--- config.mk ---
export PLATFORM = sky130hd
export DESIGN_NAME = kbd_mmio_responder
export DESIGN_NICKNAME = d
export VERILOG_FILES = /design/src/rtl/kbd_mmio_responder.sv
export SDC_FILE = /design/constraint.sdc
export NUM_CORES = 1
export LEC_CHECK = 0
export CAP_MARGIN = 25
export CORE_MARGIN = 2
export CORE_UTILIZATION = 35
export DETAILED_ROUTE_END_ITERATION = 8
export GPL_TIMING_DRIVEN = 0
export PLACE_DENSITY = 0.69
export SLEW_MARGIN = 20
export SYNTH_ARGS = -nofsm -noshare
export SYNTH_HDL_FRONTEND = slang
export SYNTH_SLANG_ARGS = --single-unit
--- constraint.sdc ---
create_clock -name clk -period 3.7 [get_ports clk]
set_input_delay 1.11 -clock clk [delete_from_list [all_inputs] [get_ports clk]]
set_output_delay 1.11 -clock clk [all_outputs]
set_load 0.01 [all_outputs]
--- src/rtl/kbd_mmio_responder.sv ---
// kbd_mmio_responder: PS/2 keyboard receiver with a scancode FIFO behind a 3-register MMIO window.
// Define KBD_IRQ_EN to add the CTRL irq_en bit and a registered irq output.
module kbd_mmio_responder #(
    parameter int unsigned FIFO_DEPTH = 8,
    parameter logic [15:0] TIMEOUT    = 16'd50000,
    parameter logic [31:0] BASE_ADDR  = 32'h0000_FF00
) (
    input  logic        clk,
    input  logic        reset,
    input  logic [31:0] address,
    input  logic        isWrite,
    input  logic [31:0] writeData,
    input  logic        isRead,
    output logic [31:0] RD,
    output logic        hit,
    input  logic        ps2_clk,
    input  logic        ps2_data,
    output logic [7:0]  key_reg,
    output logic        irq
);
    localparam int AW = $clog2(FIFO_DEPTH);
    typedef enum logic [1:0] {IDLE, DATA, PARITY, STOP} state_t;

    state_t      state_q, state_d;
    logic [2:0]  csync_q, csync_d;
    logic [1:0]  dsync_q, dsync_d;
    logic [2:0]  bit_cnt_q, bit_cnt_d;
    logic [7:0]  shift_q, shift_d;
    logic        par_q, par_d;
    logic [15:0] tmo_q, tmo_d;
    logic [AW:0] wr_ptr_q, wr_ptr_d, rd_ptr_q, rd_ptr_d, cnt;
    logic        ovf_q, ovf_d, perr_q, perr_d;
    logic [7:0]  key_q, key_d;
    logic [31:0] rd_q, rd_d, off, status, ctrl_rd;
    logic        hit_q, hit_d;
    logic [7:0]  mem_q [FIFO_DEPTH];
    logic        fall, sbit, push, frame_err, do_push, empty, full, pop;
    logic        sel_data, sel_stat, sel_ctrl, wr_ctrl, clr, flush;
    logic        unused_ok;

    assign fall = csync_q[2] & ~csync_q[1];
    assign sbit = dsync_q[1];
    assign cnt = wr_ptr_q - rd_ptr_q;
    assign empty = cnt == '0;
    assign full = cnt == (AW+1)'(FIFO_DEPTH);
    assign off = address - BASE_ADDR;
    assign sel_data = off == 32'h0;
    assign sel_stat = off == 32'h4;
    assign sel_ctrl = off == 32'h8;
    assign pop = isRead & sel_data & ~empty;
    assign wr_ctrl = isWrite & sel_ctrl;
    assign clr = wr_ctrl & writeData[0];
    assign flush = wr_ctrl & writeData[1];
    assign status = {16'b0, 8'(cnt), 4'b0, full, perr_q, ovf_q, ~empty};
    assign unused_ok = ^writeData[31:2];

    always_comb begin
        csync_d = {csync_q[1:0], ps2_clk};
        dsync_d = {dsync_q[0], ps2_data};
        state_d = state_q;
        bit_cnt_d = bit_cnt_q;
        shift_d = shift_q;
        par_d = par_q;
        tmo_d = (state_q == IDLE || fall) ? 16'd0 : tmo_q + 16'd1;
        push = 1'b0;
        frame_err = 1'b0;
        // A stalled partial frame is abandoned and reported as a frame error
        if (state_q != IDLE && !fall && tmo_q == TIMEOUT) begin
            state_d = IDLE;
            frame_err = 1'b1;
        end else if (fall) begin
            case (state_q)
                IDLE: begin
                    state_d = sbit ? IDLE : DATA;
                    bit_cnt_d = 3'd0;
                end
                DATA: begin
                    shift_d = {sbit, shift_q[7:1]};
                    bit_cnt_d = bit_cnt_q + 3'd1;
                    state_d = (bit_cnt_q == 3'd7) ? PARITY : DATA;
                end
                PARITY: begin
                    par_d = sbit;
                    state_d = STOP;
                end
                default: begin
                    state_d = IDLE;
                    push = (^{shift_q, par_q}) & sbit;
                    frame_err = ~push;
                end
            endcase
        end
        do_push = push & ~flush & (~full | pop);
        wr_ptr_d = wr_ptr_q + (AW+1)'(do_push);
        rd_ptr_d = flush ? wr_ptr_q : rd_ptr_q + (AW+1)'(pop);
        ovf_d = (ovf_q & ~clr) | (push & ~flush & full & ~pop);
        perr_d = (perr_q & ~clr) | frame_err;
        key_d = push ? shift_q : key_q;
        rd_d = !isRead ? 32'h0 :
               sel_data ? (empty ? 32'h0 : {24'b0, mem_q[rd_ptr_q[AW-1:0]]}) :
               sel_stat ? status :
               sel_ctrl ? ctrl_rd : 32'h0;
        hit_d = isRead & (sel_data | sel_stat | sel_ctrl);
    end

    always_ff @(posedge clk or negedge reset) begin
        if (!reset) begin
            state_q <= IDLE;
            csync_q <= '0;
            dsync_q <= '0;
            bit_cnt_q <= '0;
            shift_q <= '0;
            par_q <= 1'b0;
            tmo_q <= '0;
            wr_ptr_q <= '0;
            rd_ptr_q <= '0;
            ovf_q <= 1'b0;
            perr_q <= 1'b0;
            key_q <= '0;
            rd_q <= '0;
            hit_q <= 1'b0;
        end else begin
            state_q <= state_d;
            csync_q <= csync_d;
            dsync_q <= dsync_d;
            bit_cnt_q <= bit_cnt_d;
            shift_q <= shift_d;
            par_q <= par_d;
            tmo_q <= tmo_d;
            wr_ptr_q <= wr_ptr_d;
            rd_ptr_q <= rd_ptr_d;
            ovf_q <= ovf_d;
            perr_q <= perr_d;
            key_q <= key_d;
            rd_q <= rd_d;
            hit_q <= hit_d;
        end
    end

    always_ff @(posedge clk) begin
        if (do_push) mem_q[wr_ptr_q[AW-1:0]] <= shift_q;
    end

`ifdef KBD_IRQ_EN
    logic irq_en_q, irq_en_d, irq_q, irq_d;
    assign irq_en_d = wr_ctrl ? writeData[2] : irq_en_q;
    assign irq_d = irq_en_q & ~empty;
    always_ff @(posedge clk or negedge reset) begin
        if (!reset) begin
            irq_en_q <= 1'b0;
            irq_q <= 1'b0;
        end else begin
            irq_en_q <= irq_en_d;
            irq_q <= irq_d;
        end
    end
    assign ctrl_rd = {29'b0, irq_en_q, 2'b0};
    assign irq = irq_q;
`else
    assign ctrl_rd = 32'h0;
    assign irq = 1'b0;
`endif

    assign RD = rd_q;
    assign hit = hit_q;
    assign key_reg = key_q;
endmodule

# [Word-level counts from Yosys, hierarchy flattened]
# Memory sizes are Yosys's and may differ from the RTL's.
# Cells that the tools add are included.
[totals] inputBits=70 wordCells=90 reg_bits=66 n_memories=1 ramBits=64
[op_classes] n_eq_ne=7 n_mux=20 bitwise_logic=27 addsub=6 n_reduce_logical=15
[mem_list] name="mem_q" words=8 word_bits=8 read_ports=1 rd_clocked_by_memory_dff=0 wr=1 line="36" source="logic [7:0] mem_q [FIFO_DEPTH];"
[ops] operator="$mux 12" count=3
[ops] operator="$eq 32x3->1 const B" count=1
[ops] operator="$eq 32x4->1 const B" count=1
[ops] operator="$logic_not 32->1" count=1
[ops] operator="$sub 32x16->32 const B" count=1
[ops] operator="$add 16x1->16 const B" count=1
[ops] operator="$eq 16x16->1 const B" count=1
[ops] operator="$mux 16" count=1
[ops] operator="$and 1x1->1" count=14
[ops] operator="$mux 1" count=9
[ops] operator="$reduce_and 3->1" count=3
[ops] operator="$reduce_xor 9->1" count=1
[ops] operator="$add 4x1->4" count=2
[ops] operator="$mux 8" count=1
[ops] operator="$not 1->1" count=8
[ops] operator="$mux 2" count=3
[ops] operator="$pmux 2 s3" count=1
[ops] operator="$pmux 3 s2" count=1
[ops] operator="$reduce_bool 2->1" count=3
[ops] operator="$or 1x1->1" count=5
[ops] operator="$eq 4x4->1 const B" count=1
[ops] operator="$logic_not 4->1" count=1
[ops] operator="$mux 4" count=1
[ops] operator="$sub 4x4->4" count=1
[ops] operator="9 further kinds" count=10

# [Longest topological paths before layout]
[logic_depth] ltp_word=10 ltp_mapped=13 ltp_nobuf=12

# [Worst setup path after synthesis]
# OpenSTA, ideal clock, no wires.
[synth_timing] path_type="in2reg" start="input address[27]" end="memory mem_q[0][0], enable pin" path_slack_ns=0.312 n_path_buf=0 arrival_time_ns=2.993 required_ns=3.305 stages=5 cell_sequence="nor4_1 nand4_1 nor3_1 o211ai_4 nor4_1"
[synth_between] elab_chain_len=9 elab_cells_between_ends=13
[synth_rtl] element="from (decl)" line="10" source="input logic [31:0] address,"
[synth_rtl] element="$sub 32x16->32 (*)" line="46" source="assign off = address - BASE_ADDR;"
[synth_rtl] element="$eq 32x4->1" line="49" source="assign sel_ctrl = off == 32'h8;"
[synth_rtl] element="$and 1x1->1" line="51" source="assign wr_ctrl = isWrite & sel_ctrl;"
[synth_rtl] element="$and 1x1->1" line="53" source="assign flush = wr_ctrl & writeData[1];"
[synth_rtl] element="$not 1->1" line="93" source="do_push = push & ~flush & (~full | pop);"
[synth_rtl] element="$and 1x1->1" line="93"
[synth_rtl] element="$and 1x1->1 (*)" line="93"
[synth_rtl] element="$mux 1 (*)" line="141" source="if (do_push) mem_q[wr_ptr_q[AW-1:0]] <= shift_q;"
[synth_rtl] element="$mux 1 (implied by the code) (*)" line="141"
[synth_rtl] element="to (decl)" line="36"
# Mark *: on every way between the ends. The rest lies on a longest branch, timed or not.

# [Worst setup path after layout]
[layout_timing] start="input address[5]" end="register wr_ptr_q[2]"
[layout_between] elab_chain_len=8 elab_cells_between_ends=12
[layout_rtl] element="$sub 32x16->32 (*)" line="46"
[layout_rtl] element="$eq 32x4->1" line="49"
[layout_rtl] element="$and 1x1->1" line="51"
[layout_rtl] element="$and 1x1->1" line="53"
[layout_rtl] element="$not 1->1" line="93"
[layout_rtl] element="$and 1x1->1" line="93"
[layout_rtl] element="$and 1x1->1 (*)" line="93"
[layout_rtl] element="$add 4x1->4 (*)" line="94" source="wr_ptr_d = wr_ptr_q + (AW+1)'(do_push);"
[layout_rtl] element="net wr_ptr_d[2]" line="31" source="logic [AW:0] wr_ptr_q, wr_ptr_d, rd_ptr_q, rd_ptr_d, cnt;"
[layout_rtl] element="to (signal assigned)" line="130" source="wr_ptr_q <= wr_ptr_d;"
[layout_rtl] element="to (decl)" line="31"
# The timed path passes the listed nets; every way through them passes the cells marked *.
# A chain may end at the register's enable or synchronous reset.

==> impl_metrics.toml <==
[status]
status = "finished, final reports clean"

[grt]
grt_pass1_wl_um = 19000
grt_use_total = 0.141
grt_util_met1 = 0.154
antenna_found_initial = 0
grt_pass1_vias = 3786
met2_usage = 0.256
grt-busiest-layer = "met2"
overflow = 0
met3_usage = 0.0359
grt_max_degree = 37

[placed_design]
routabilityCongestion = 0.827
placed_cells = 707
io_buffers = 59
place_hpwl_um = 8360
place_area_mm2 = 0.00672
post-place-ws_ns = -0.750

[worst_hold_path]
hold_depth = 0
hp-class = "reg -> reg"

[timing]
tns_ns = 0
relSlewSlack = 0.545
setup_viol = 0
worstMarginPinSlew_ns = 0.679
period_share = 0.951
fin_crit_ns = 3.52
fmax_mhz = 284
hold_viol_final = 0
skew_ns = 0.00855
slew_viol_final = 0
fin_ws_ns = 0.182

[layout]
diodes = 0
stdcell_count = 740
fin_nets = 593
area_growth_pct = 29.0
finalInstanceArea_mm2 = 0.00736
drive_gt1_frac = 0.212
largest_reg_flops = 64

[logic_synthesis]
synth_edf_count = 64
synthesis.area_mm2 = 0.00571
dominantRegCellSynth = "dfrtp_1"
ys_seq_area_frac = 0.626
synth_common_cells = "dfrtp_1 (66), edfxtp_1 (64), nand2_1 (30)"
yosysTopAreaCellShare = 0.337
avgSynthCellArea_um2 = 14.0
synth.distinct_cells = 53
synthCells = 407
ys_top_cells_by_area = "edfxtp_1 (34%), dfrtp_1 (29%), mux4_2 (6.3%), mux2_2 (3.6%), buf_4 (2.8%)"
async_flop_share = 0.508
ys.warnings.count = 0
synth_seq_cells = 130
synth_most_common_cell = "dfrtp_1"
yosys.area.top_type = "edfxtp_1"

[clocking]
cts_setup_buffers = 0
cts_tree = "done"
clock_latency_ns = 0.41
holdBufCountCts = 0
clock_sink_count = 130
clock_path_buffers = 2
clk_pin_slew_ns = 0.06
clock-root-buffer = "clkbuf_16"
numCtsBuffers = 17
htreeDepth = 4

[floorplan]
io-pin-count = 112
fp.dieArea_mm2 = 0.0173
dieHeight_um = 132
core-area_mm2 = 0.0159
initial_core_util = 0.359
dieWidth_um = 132
row_count = 46

[critical_path]
crit_arrival_ns = 3.79
end_kind = "flop"
worstPathMaxFanout = 9
cp.required_ns = 3.97
r2r_cells = 11
startpoint_type = "input pin"
crit_type = "in -> reg"

[route]
drt_iter0_markers = 197
dr.pass1.iters = 4
viasPerCell = 4.80
drt-wirelength-per-cell_um = 15.8
wl_um = 11700
ant_nets = 0
drcViolationCount = 0
vias = 3551

[power]
p_leak_nw = 2.91
irDropWorstVdd_uv = 380
power_density_mw_per_mm2 = 564

[job]
drv_cap = 0
where the power goes:
part           leakage, nW  internal (mW)  total, mW  switching [mW]
combinational         1.16          0.295      0.548           0.253
sequential            1.46           1.72       1.91           0.192
clock                0.293           1.12       1.70           0.583
cell families (layout without fill, tap and decap cells):
logic type | Yosys count | count (layout) | share of synthesized area
AOI/OAI and AO/OA | 35 | 35 | 0.0384
xor gates and xnor gates | 23 | 23 | 0.0401
adders and majority gates | 12 | 12 | 0.0276
buffers and inverters | 48 | 145 | 0.0463
DFF | 130 | 130 | 0.626
muxes | 35 | 35 | 0.103
other | 1 | 21 | 0.000657
and+or+nand+nor | 123 | 123 | 0.118
worst paths after layout:
check / start / to / slack (ns)
worst max-delay path: address[5] / wr_ptr_q[2]$_DFF_PN0_ / 0.18
worst min-delay path: csync_q[0]$_DFF_PN0_ / csync_q[1]$_DFF_PN0_ / 0.36
worst max register to register: wr_ptr_q[0]$_DFF_PN0_ / rd_ptr_q[1]$_DFF_PN0_ / 0.21
worst min register to register: csync_q[0]$_DFF_PN0_ / csync_q[1]$_DFF_PN0_ / 0.36
max in group asynchronous: reset / rd_ptr_q[0]$_DFF_PN0_ / 2.54
min in group asynchronous: reset / tmo_q[4]$_DFF_PN0_ / 0.63
stage by stage:
step	util	power (mW)	hold slack (ns)
floorplan	-	2.26	0.331
global placement	0.418	2.43	0.335
detailed placement	0.423	2.48	0.347
CTS	0.461	4.18	0.361
global route	0.464	4.31	0.367
finish	0.464	4.16	0.356
worst max-delay path: stages:
cell,delay (ns)
clkdlybuf4s50_1,0.40
nor4_1,0.41
and4bb_2,0.32
nand4_1,0.44
o211ai_4,0.42
inv_1,0.10
ha_1,0.23
ha_1,0.19
xor2_1,0.15
layout by cell type (no fill, tap or decap), drive strengths merged, types with 3 or more instances in the layout:
master          n
clkdlybuf4s50  58
nor2b           3
inv            14
bufinv          4
nand3          13
clkinv          8
xor2           12
o21ai          10
nand4           6
mux2           18
buf            30
clkbuf         30
xnor2           9
nand3b          3
or3             4
nand2          30
conb           21
nor4            9
dfrtp          66
mux4           16
a21oi          17
nor4b           3
nor3            9
a211o           3
nor2           24
edfxtp         64
ha             11
repair_timing:
item / in CTS / in global routing
gates resized for setup: 4 / 5
endpoints found under the setup margin: 57 / 48
gates cloned: 0 / 0
pin swaps: 0 / 0
metal layers:
metal	part of all wire	wire (um)
met4	0.020	239
met1	0.40	4630
met3	0.041	477
met5	0	0
met2	0.54	6320
area by class of cell:
cell class	instances	area (um^2)
Tap cell	216	270
Sequential cell	130	3570
Fill cell	1414	8520
Clock inverter	12	164
Multi-Input combinational cell	249	2010
Buffer	33	213
Inverter	15	56.3
Clock buffer	20	437
Timing Repair Buffer	65	641
Power figures use the tool's default switching activity.
